[src/rtl/sdram_pkg.sv]
// Shared SDRAM types and defaults: arbiter FSM states, bus widths and a
// constant clog2 helper used for counter and pointer sizing.
package sdram_pkg;

    localparam int SDRAM_ROW_WIDTH = 13;
    localparam int SDRAM_COL_WIDTH = 10;
    localparam int SDRAM_BA_WIDTH  = 2;
    localparam int SDRAM_D_WIDTH   = 16;

    typedef enum logic [2:0] {
        ARB_IDLE,
        ARB_ISSUE,
        ARB_WAIT_ACCEPT,
        ARB_WAIT_DONE,
        ARB_RESP
    } arb_state_t;

    function automatic int clog2(input int value);
        int result;
        result = 0;
        for (int i = 0; i < 31; i++) begin
            if ((1 << i) < value) begin
                result = i + 1;
            end
        end
        return result;
    endfunction

endpackage

[src/rtl/sdram_rr_pick.sv]
// Combinational circular priority pick: first requester at or after the
// round-robin pointer wins, reported as one-hot, index and an any flag.
module sdram_rr_pick #(
    parameter int N_PORTS = 4,
    parameter int PW      = 2
) (
    input  logic [N_PORTS-1:0] i_req,
    input  logic [PW-1:0]      i_rr_ptr,
    output logic [N_PORTS-1:0] o_onehot,
    output logic [PW-1:0]      o_index,
    output logic               o_any
);

    logic [PW-1:0] w_pos;

    // Scan from the farthest offset back to the pointer so the nearest hit wins.
    always_comb begin
        o_onehot = '0;
        o_index  = '0;
        o_any    = |i_req;
        w_pos    = '0;
        for (int i = N_PORTS - 1; i >= 0; i--) begin
            w_pos = PW'((int'(i_rr_ptr) + i) % N_PORTS);
            if (i_req[w_pos]) begin
                o_onehot        = '0;
                o_onehot[w_pos] = 1'b1;
                o_index         = w_pos;
            end
        end
    end

endmodule

[src/rtl/sdram_port_arbiter.sv]
// Round-robin arbiter sharing one single-transaction SDRAM controller between
// N_PORTS requesters; latches the winner, issues one start pulse, returns ack/err/rdata.
module sdram_port_arbiter
    import sdram_pkg::*;
#(
    parameter int N_PORTS        = 4,
    parameter int A_ROW_WIDTH    = SDRAM_ROW_WIDTH,
    parameter int A_COL_WIDTH    = SDRAM_COL_WIDTH,
    parameter int BA_WIDTH       = SDRAM_BA_WIDTH,
    parameter int D_WIDTH        = SDRAM_D_WIDTH,
    parameter int ACCEPT_TIMEOUT = 16,
    localparam int AW            = A_ROW_WIDTH + A_COL_WIDTH
) (
    input  logic                          i_clk,
    input  logic                          i_rst,
    input  logic [N_PORTS-1:0]            i_req,
    input  logic [N_PORTS-1:0]            i_rw,
    input  logic [N_PORTS*AW-1:0]         i_addr,
    input  logic [N_PORTS*BA_WIDTH-1:0]   i_ba,
    input  logic [N_PORTS*D_WIDTH-1:0]    i_wdata,
    output logic [N_PORTS-1:0]            o_ack,
    output logic                          o_err,
    output logic [D_WIDTH-1:0]            o_rdata,
    output logic [N_PORTS-1:0]            o_grant,
    output logic                          o_ctl_initial,
    output logic                          o_ctl_rw,
    output logic [AW-1:0]                 o_ctl_addr,
    output logic [BA_WIDTH-1:0]           o_ctl_ba,
    output logic [D_WIDTH-1:0]            o_ctl_data,
    input  logic [D_WIDTH-1:0]            i_ctl_data,
    input  logic                          i_ctl_busy
);

    localparam int PW = clog2(N_PORTS);
    localparam int CW = clog2(ACCEPT_TIMEOUT) + 1;

    arb_state_t r_state;
    arb_state_t w_next_state;

    logic [PW-1:0]       r_rr_ptr;
    logic [PW-1:0]       r_win_idx;
    logic [CW-1:0]       r_timeout_cnt;
    logic [CW-1:0]       w_cnt_inc;

    logic [N_PORTS-1:0]  r_ack;
    logic                r_err;
    logic [D_WIDTH-1:0]  r_rdata;
    logic [N_PORTS-1:0]  r_grant;
    logic                r_ctl_initial;
    logic                r_ctl_rw;
    logic [AW-1:0]       r_ctl_addr;
    logic [BA_WIDTH-1:0] r_ctl_ba;
    logic [D_WIDTH-1:0]  r_ctl_data;

    logic [N_PORTS-1:0]  w_ack_d;
    logic                w_err_d;
    logic [D_WIDTH-1:0]  w_rdata_d;
    logic [N_PORTS-1:0]  w_grant_d;
    logic                w_initial_d;
    logic                w_rw_d;
    logic [AW-1:0]       w_addr_d;
    logic [BA_WIDTH-1:0] w_ba_d;
    logic [D_WIDTH-1:0]  w_data_d;
    logic [PW-1:0]       w_win_d;
    logic [PW-1:0]       w_rr_d;
    logic [CW-1:0]       w_cnt_d;

    logic [N_PORTS-1:0]  w_pick_onehot;
    logic [PW-1:0]       w_pick_index;
    logic                w_pick_any;

    sdram_rr_pick #(
        .N_PORTS (N_PORTS),
        .PW      (PW)
    ) u_rr_pick (
        .i_req    (i_req),
        .i_rr_ptr (r_rr_ptr),
        .o_onehot (w_pick_onehot),
        .o_index  (w_pick_index),
        .o_any    (w_pick_any)
    );

    always_ff @(posedge i_clk or negedge i_rst) begin
        if (!i_rst) begin
            r_state <= ARB_IDLE;
        end else begin
            r_state <= w_next_state;
        end
    end

    // Timeout compares the incremented count so the error ack lands exactly
    // ACCEPT_TIMEOUT cycles after the start pulse.
    always_comb begin
        w_cnt_inc    = r_timeout_cnt + 1'b1;
        w_next_state = r_state;
        case (r_state)
            ARB_IDLE: begin
                if (w_pick_any && !i_ctl_busy) begin
                    w_next_state = ARB_ISSUE;
                end
            end
            ARB_ISSUE: w_next_state = ARB_WAIT_ACCEPT;
            ARB_WAIT_ACCEPT: begin
                if (i_ctl_busy) begin
                    w_next_state = ARB_WAIT_DONE;
                end else if (w_cnt_inc == CW'(ACCEPT_TIMEOUT - 1)) begin
                    w_next_state = ARB_RESP;
                end
            end
            ARB_WAIT_DONE: begin
                if (!i_ctl_busy) begin
                    w_next_state = ARB_RESP;
                end
            end
            ARB_RESP: w_next_state = ARB_IDLE;
            default:  w_next_state = ARB_IDLE;
        endcase
    end

    always_comb begin
        w_ack_d     = '0;
        w_err_d     = 1'b0;
        w_rdata_d   = r_rdata;
        w_grant_d   = r_grant;
        w_initial_d = 1'b0;
        w_rw_d      = r_ctl_rw;
        w_addr_d    = r_ctl_addr;
        w_ba_d      = r_ctl_ba;
        w_data_d    = r_ctl_data;
        w_win_d     = r_win_idx;
        w_rr_d      = r_rr_ptr;
        w_cnt_d     = r_timeout_cnt;
        case (r_state)
            ARB_IDLE: begin
                if (w_next_state == ARB_ISSUE) begin
                    w_grant_d   = w_pick_onehot;
                    w_initial_d = 1'b1;
                    w_win_d     = w_pick_index;
                    w_rw_d      = i_rw[w_pick_index];
                    w_addr_d    = i_addr[int'(w_pick_index)*AW +: AW];
                    w_ba_d      = i_ba[int'(w_pick_index)*BA_WIDTH +: BA_WIDTH];
                    w_data_d    = i_wdata[int'(w_pick_index)*D_WIDTH +: D_WIDTH];
                end
            end
            ARB_ISSUE: w_cnt_d = '0;
            ARB_WAIT_ACCEPT: begin
                if (!i_ctl_busy) begin
                    w_cnt_d = w_cnt_inc;
                end
                if (w_next_state == ARB_RESP) begin
                    w_ack_d = r_grant;
                    w_err_d = 1'b1;
                end
            end
            ARB_WAIT_DONE: begin
                if (w_next_state == ARB_RESP) begin
                    w_ack_d = r_grant;
                    if (!r_ctl_rw) begin
                        w_rdata_d = i_ctl_data;
                    end
                end
            end
            ARB_RESP: begin
                w_grant_d = '0;
                w_rr_d    = (r_win_idx == PW'(N_PORTS - 1)) ? '0 : r_win_idx + 1'b1;
            end
            default: w_grant_d = '0;
        endcase
    end

    always_ff @(posedge i_clk or negedge i_rst) begin
        if (!i_rst) begin
            r_ack         <= '0;
            r_err         <= 1'b0;
            r_rdata       <= '0;
            r_grant       <= '0;
            r_ctl_initial <= 1'b0;
            r_ctl_rw      <= 1'b0;
            r_ctl_addr    <= '0;
            r_ctl_ba      <= '0;
            r_ctl_data    <= '0;
            r_win_idx     <= '0;
            r_rr_ptr      <= '0;
            r_timeout_cnt <= '0;
        end else begin
            r_ack         <= w_ack_d;
            r_err         <= w_err_d;
            r_rdata       <= w_rdata_d;
            r_grant       <= w_grant_d;
            r_ctl_initial <= w_initial_d;
            r_ctl_rw      <= w_rw_d;
            r_ctl_addr    <= w_addr_d;
            r_ctl_ba      <= w_ba_d;
            r_ctl_data    <= w_data_d;
            r_win_idx     <= w_win_d;
            r_rr_ptr      <= w_rr_d;
            r_timeout_cnt <= w_cnt_d;
        end
    end

    assign o_ack         = r_ack;
    assign o_err         = r_err;
    assign o_rdata       = r_rdata;
    assign o_grant       = r_grant;
    assign o_ctl_initial = r_ctl_initial;
    assign o_ctl_rw      = r_ctl_rw;
    assign o_ctl_addr    = r_ctl_addr;
    assign o_ctl_ba      = r_ctl_ba;
    assign o_ctl_data    = r_ctl_data;

endmodule
[config.mk]
export PLATFORM = sky130hd
export DESIGN_NAME = sdram_port_arbiter
export DESIGN_NICKNAME = d
export VERILOG_FILES = /design/src/rtl/sdram_pkg.sv /design/src/rtl/sdram_rr_pick.sv /design/src/rtl/sdram_port_arbiter.sv
export SDC_FILE = /design/constraint.sdc
export NUM_CORES = 1
export LEC_CHECK = 0
export CAP_MARGIN = 20
export CORE_MARGIN = 2
export CORE_UTILIZATION = 44
export CTS_BUF_LIST = sky130_fd_sc_hd__clkbuf_2
export CTS_CLUSTER_SIZE = 40
export DETAILED_ROUTE_END_ITERATION = 10
export GPL_ROUTABILITY_DRIVEN = 0
export GPL_TIMING_DRIVEN = 0
export PLACE_DENSITY = 0.89
export SLEW_MARGIN = 15
export SYNTH_ARGS = -nofsm -noshare
export SYNTH_HDL_FRONTEND = slang
export SYNTH_HIERARCHICAL = 1
export SYNTH_SLANG_ARGS = --single-unit
export TNS_END_PERCENT = 5
[constraint.sdc]
create_clock -name i_clk -period 9.6 [get_ports i_clk]
set_input_delay 1.92 -clock i_clk [delete_from_list [all_inputs] [get_ports i_clk]]
set_output_delay 1.92 -clock i_clk [all_outputs]
set_load 0.02 [all_outputs]
Word-level counts from Yosys, hierarchy flattened --
Cells that the tools add are included. W data, S select, Z words.
Word-level totals: register bits after elaboration 80, output and inout bits 68, word-level logic and storage cells 100, input port bits 191
Cells by class: shifts and indexed selects 3, order comparisons 9, equal/unequal tests 10, add/subtract/negate cells 5, reductions and logical operators 15, multipliers 1, bitwise operators 2, multiplexer cells 42
Operators by type and width (count):
- $shiftx A92 B8 Y23 | 1
- $shiftx A64 B7 Y16 | 1
- $mux W4 | 7
- $lt A2 B3 Y1 const B | 5
- $mux W1 | 13
- $mux W3 | 4
- $pmux W3 S4 | 1
- $bmux W1 S2 | 5
- $mux W2 | 5
- $pmux W5 S2 | 1
- $demux W1 S2 | 4
- $ge A2 B1 Y1 const B | 4
- $pmux W4 S2 | 1
- $shiftx A8 B4 Y2 | 1
- $mul A2 B5 Y7 const B | 1
- $eq A3 B1 Y1 const B | 2
- $eq A3 B2 Y1 const B | 2
- $eq A3 B3 Y1 const B | 2
- $reduce_and A2 Y1 | 3
- $add A5 B1 Y5 const B | 1
- $eq A5 B4 Y1 const B | 1
- $logic_and A1 B1 Y1 | 5
- $mux W5 | 1
- $add A2 B1 Y2 const B | 2
- other kinds (11) | 14

Depth between registers and ports, before layout --
word-level depth 11, depth in mapped cells 12

Cells and area by module --
Netlist, hierarchy kept.
Modules (own cells, without submodules):
- sdram_port_arbiter | times used 1, sequential area each 2001.9 um^2, cells each 270, area an instance 4226.6 um^2
- sdram_rr_pick | times used 1, sequential area each 0.0 um^2, cells each 67, area an instance 530.5 um^2

Worst setup path after synthesis --
No wires, ideal clock.
path kind input -> register, start point in i_req[0], end point reg r_ctl_data[10] (netlist: o_ctl_data[10]), path slack 4858 ps, buffers on the path 3, library setup time 127 ps, data required time 9473 ps, stages 8, arrival 4614 ps, cell sequence clkbuf_2 -> mux4_1 -> a311o_1 -> o32ai_1 -> clkbuf_1 -> buf_2 -> mux4_2 -> mux2_1
On the way: word-level cells in the longest chain between the ends 7
RTL lines:
- start: declaration | line sdram_port_arbiter.sv:16 | input logic [N_PORTS-1:0] i_req,
- $bmux W1 S2 | line sdram_rr_pick.sv:24 | if (i_req[w_pos]) begin
- $mux W1 (not written as such) | line sdram_rr_pick.sv:24
- $mux W2 (3 in series) | line sdram_rr_pick.sv:24
- $mux W2 (*) | line sdram_rr_pick.sv:24
- named net w_pick_index[0] | line sdram_port_arbiter.sv:69 | logic [PW-1:0] w_pick_index;
- $shiftx A64 B7 Y16 (*) | line sdram_port_arbiter.sv:142 | w_data_d = i_wdata[int'(w_pick_index)*D_WIDTH +: D_WIDTH];
- end signal: assignment | line sdram_port_arbiter.sv:194 | r_ctl_data <= w_data_d;
- end: declaration | line sdram_port_arbiter.sv:53 | logic [D_WIDTH-1:0] r_ctl_data;
The timed path passes the listed nets; every way through them passes the cells marked *. The select of a mux whose other input is x is not followed. A chain may end at the register's enable or synchronous reset.

Final worst setup path --
start point in i_req[3], end point reg r_ctl_rw (netlist: o_ctl_rw)
On the way: word-level cells in the longest chain between the ends 8
RTL lines:
- $bmux W1 S2 | line sdram_rr_pick.sv:24
- $mux W1 (not written as such) | line sdram_rr_pick.sv:24
- $mux W2 (3 in series) | line sdram_rr_pick.sv:24
- $mux W2 (*) | line sdram_rr_pick.sv:24
- named net w_pick_index[0] | line sdram_port_arbiter.sv:69
- $bmux W1 S2 (*) | line sdram_port_arbiter.sv:139 | w_rw_d = i_rw[w_pick_index];
- $mux W1 (not written as such) (*) | line sdram_port_arbiter.sv:139
- end signal: assignment | line sdram_port_arbiter.sv:191 | r_ctl_rw <= w_rw_d;
- end: declaration | line sdram_port_arbiter.sv:50 | logic r_ctl_rw;
Marked as above.

==> results.cfg <==
[outcome]
status = finished clean

[worst_setup_path]
crit_family = multiplexers
cp_num_buf_inv = 3
crit_path_cell_trace = clkdlybuf4s50_1, mux4_1, a311o_1, o32ai_1, clkbuf_1, buf_2, mux4_2, mux2_2
critPathSlowestCell = mux4_1
critPathMaxFanout = 10
end_kind = register
start_kind = input port
arrival_ps = 5490
critPathKind = in2reg
required_ps = 10010
slowest_delay_ps = 630

[clock_tree]
ctsResizeCount = 0
clock-sinks = 80
clockBufferDepth = 2
htree_levels = 3
cts_buffers = 9
cts_root_buf = clkbuf_2
cts_tree = done
cts_setup_buffers = 0
ctsHoldBuffers = 0
clk_pin_slew_ps = 230
clk_latency_ps = 520

[cells_and_area]
final_common_cell = clkdlybuf4s50_1
postLayoutCoreUtil_pct = 73.5
final_cell_mix = clkdlybuf4s50_1 (255), dfrtp_1 (80), mux2_2 (59), mux4_2 (44), a21oi_1 (17)
diodes = 0
syn2layout_area_growth_pct = 60.8
drive_gt1_share_pct = 23.6
fin_area_um2 = 7650
fin_nets = 807

[timing]
fin_crit_sh_pct = 52.9
setup_viol = 0
layout_min_cycle_time_ps = 5080
rsz0062_at_grt = false
maxSlewHeadroom_pct = 50.8
worst-slew-pin-transition_ps = 738
report.final.slew_viol_count = 0
final-hold-violation-count = 0
fin_skew_ps = 29.9
fmax_ghz = 0.197
fin_setup_tns_ps = 0

[yosys]
synth_ff_type = dfrtp_1
ys_types = 48
avgSynthCellArea_um2 = 14.1
synth_top_area_share_pct = 42.1
yosys.area.top_type = dfrtp_1
synth_seq_cells = 80
yosys_warnings = 6
syn-num-nets = 539
synth_area_leaders = dfrtp_1 (42%), mux4_2 (21%), mux2_2 (14%), ha_1 (2.9%), mux2_1 (2.1%)
yosysSeqAreaShare_pct = 42.1
synth_area_um2 = 4760
async_flop_share_pct = 100
synth_edf_count = 0
syn_inst = 337

[pwr]
internal_power_w = 0.00135
p_clk_share_pct = 9.4
p_switching_w = 0.000871
cellLeakagePower_nw = 3.02
switching_share_pct = 39.3
pwr-share-comb_pct = 63.6
ir_drop_v = 0.000149
powerDensity_nw_per_um2 = 290
seqPwrFrac_pct = 27.0

[floorplan]
coreArea_um2 = 10400
die_h_um = 108
io_pins = 259
row_count = 37
die_area_um2 = 11700
start_util_pct = 45.7
die_w_um = 108

[drt]
dr.pass1.iters = 4
drt_iter0_drc = 237
drt-wirelength-per-cell_um = 19.7
met1Wirelength_um = 5150
maxUsedRoutingLayer = met4
vias_per_cell = 5.57
dr_wl_met3_um = 1130
wl_um = 14700
vias = 4152
antenna_left = 0
drc = 0
met2_length_um = 7800

[placed_design]
place_area_um2 = 7510
io_buffer_count = 256
hpwl_um = 12000

[global_routing]
grt_max_degree = 50
grt_pass1_vias = 4518
overflow = 0
track_usage_pct = 25.5
antenna_found_initial = 0
grt_pass1_wl_um = 22600

[worst_hold_path]
hold_path_class = reg2reg

[flow_run]
cap_violations = 0
==> cells in the mapped netlist (3+ instances only) <==
cell and number:
a21oi_1 17, a221oi_1 3, buf_2 7, buf_4 3, buf_6 3, clkbuf_1 9, dfrtp_1 80, ha_1 11
inv_1 7, mux2_1 9, mux2_2 59, mux2i_1 4, mux4_2 44, nand2_1 11, nand2b_1 3, nand3b_1 3
nor2_1 9, nor2b_1 5, nor3_1 3, nor4bb_1 3, o211ai_1 7, o21ai_0 4, or3b_2 4
==> logic make-up (layout without fill, tap and decap cells) <==
| group | count (synthesis) | count (layout) | share of synthesized area (%) |
|---|---|---|---|
| AO/OA/AOI/OAI | 43 | 43 | 5.97 |
| adder cells (fa/ha/maj) | 11 | 11 | 2.89 |
| buffers and inverters | 31 | 304 | 3.37 |
| flip-flops | 80 | 80 | 42.1 |
| multiplexers | 117 | 117 | 38.3 |
| AND/OR/NAND/NOR | 55 | 55 | 7.36 |
==> layout make-up <==
class,instances,area [um^2]
inverter,7,26.3
clock inverter,5,81.3
tap,136,170
fill,732,2770
clock buffer,11,55.1
buffer,24,134
multi-input combinational,226,2590
sequential,80,2000
timing repair buffer,257,2590
==> path summary, 6_finish.rpt <==
path / startpoint / endpoint / slack, ps / cells past startpoint
max in group asynchronous: i_rst / o_ctl_addr[9] / 7680 / 2
worst max register to register: r_rr_ptr[1] / o_ctl_rw / 5750 / 8
worst min-delay path: o_ctl_data[7] / o_ctl_data[7] / 520 / 1
worst max-delay path: i_req[3] / o_ctl_rw / 4520 / 8
min in group asynchronous: i_rst / o_ack[1] / 1290 / 1
worst min register to register: o_ctl_data[7] / o_ctl_data[7] / 520 / 1
==> state kept, by name, summed over array words and instances, names as in the netlist <==
register and cells:
r_rr_ptr 2, o_ctl_ba 2, o_ctl_rw 1, o_err 1
r_win_idx 2, o_ack 4, r_timeout_cnt 5, o_grant 4
o_rdata 16, o_ctl_initial 1, o_ctl_addr 23, r_state 3
o_ctl_data 16
==> per-stage QoR <==
step                      std cells  hold WS, ps  power (W)  setup WS (ps)
final                           746          521    0.00222           4520
after global routing            746          545    0.00234           4400
after CTS                       746          524    0.00223           4550
after detailed placement        730          478    0.00202           3970
after global placement          729          469    0.00197           3840
after floorplan                 337          485    0.00147           4860
==> power by group through the flow <==
stage / combinational, W / clock [W] / sequential [W]
finish: 0.00141 / 0.000209 / 0.000598
CTS: 0.00142 / 0.000212 / 0.000599
floorplan: 0.000723 / 0 / 0.000751
detailed placement: 0.00142 / 0 / 0.000606
global placement: 0.00138 / 0 / 0.000592
global route: 0.00150 / 0.000227 / 0.000619
==> per-layer routing <==
metal / up-vias / GRT usage (%)
met5: - / 0
met4: 0 / 12.8
met3: 49 / 6.03
met2: 223 / 45.8
met1: 2017 / 28.1
li1: 1863 / -
(Power assumes the default switching activity.)
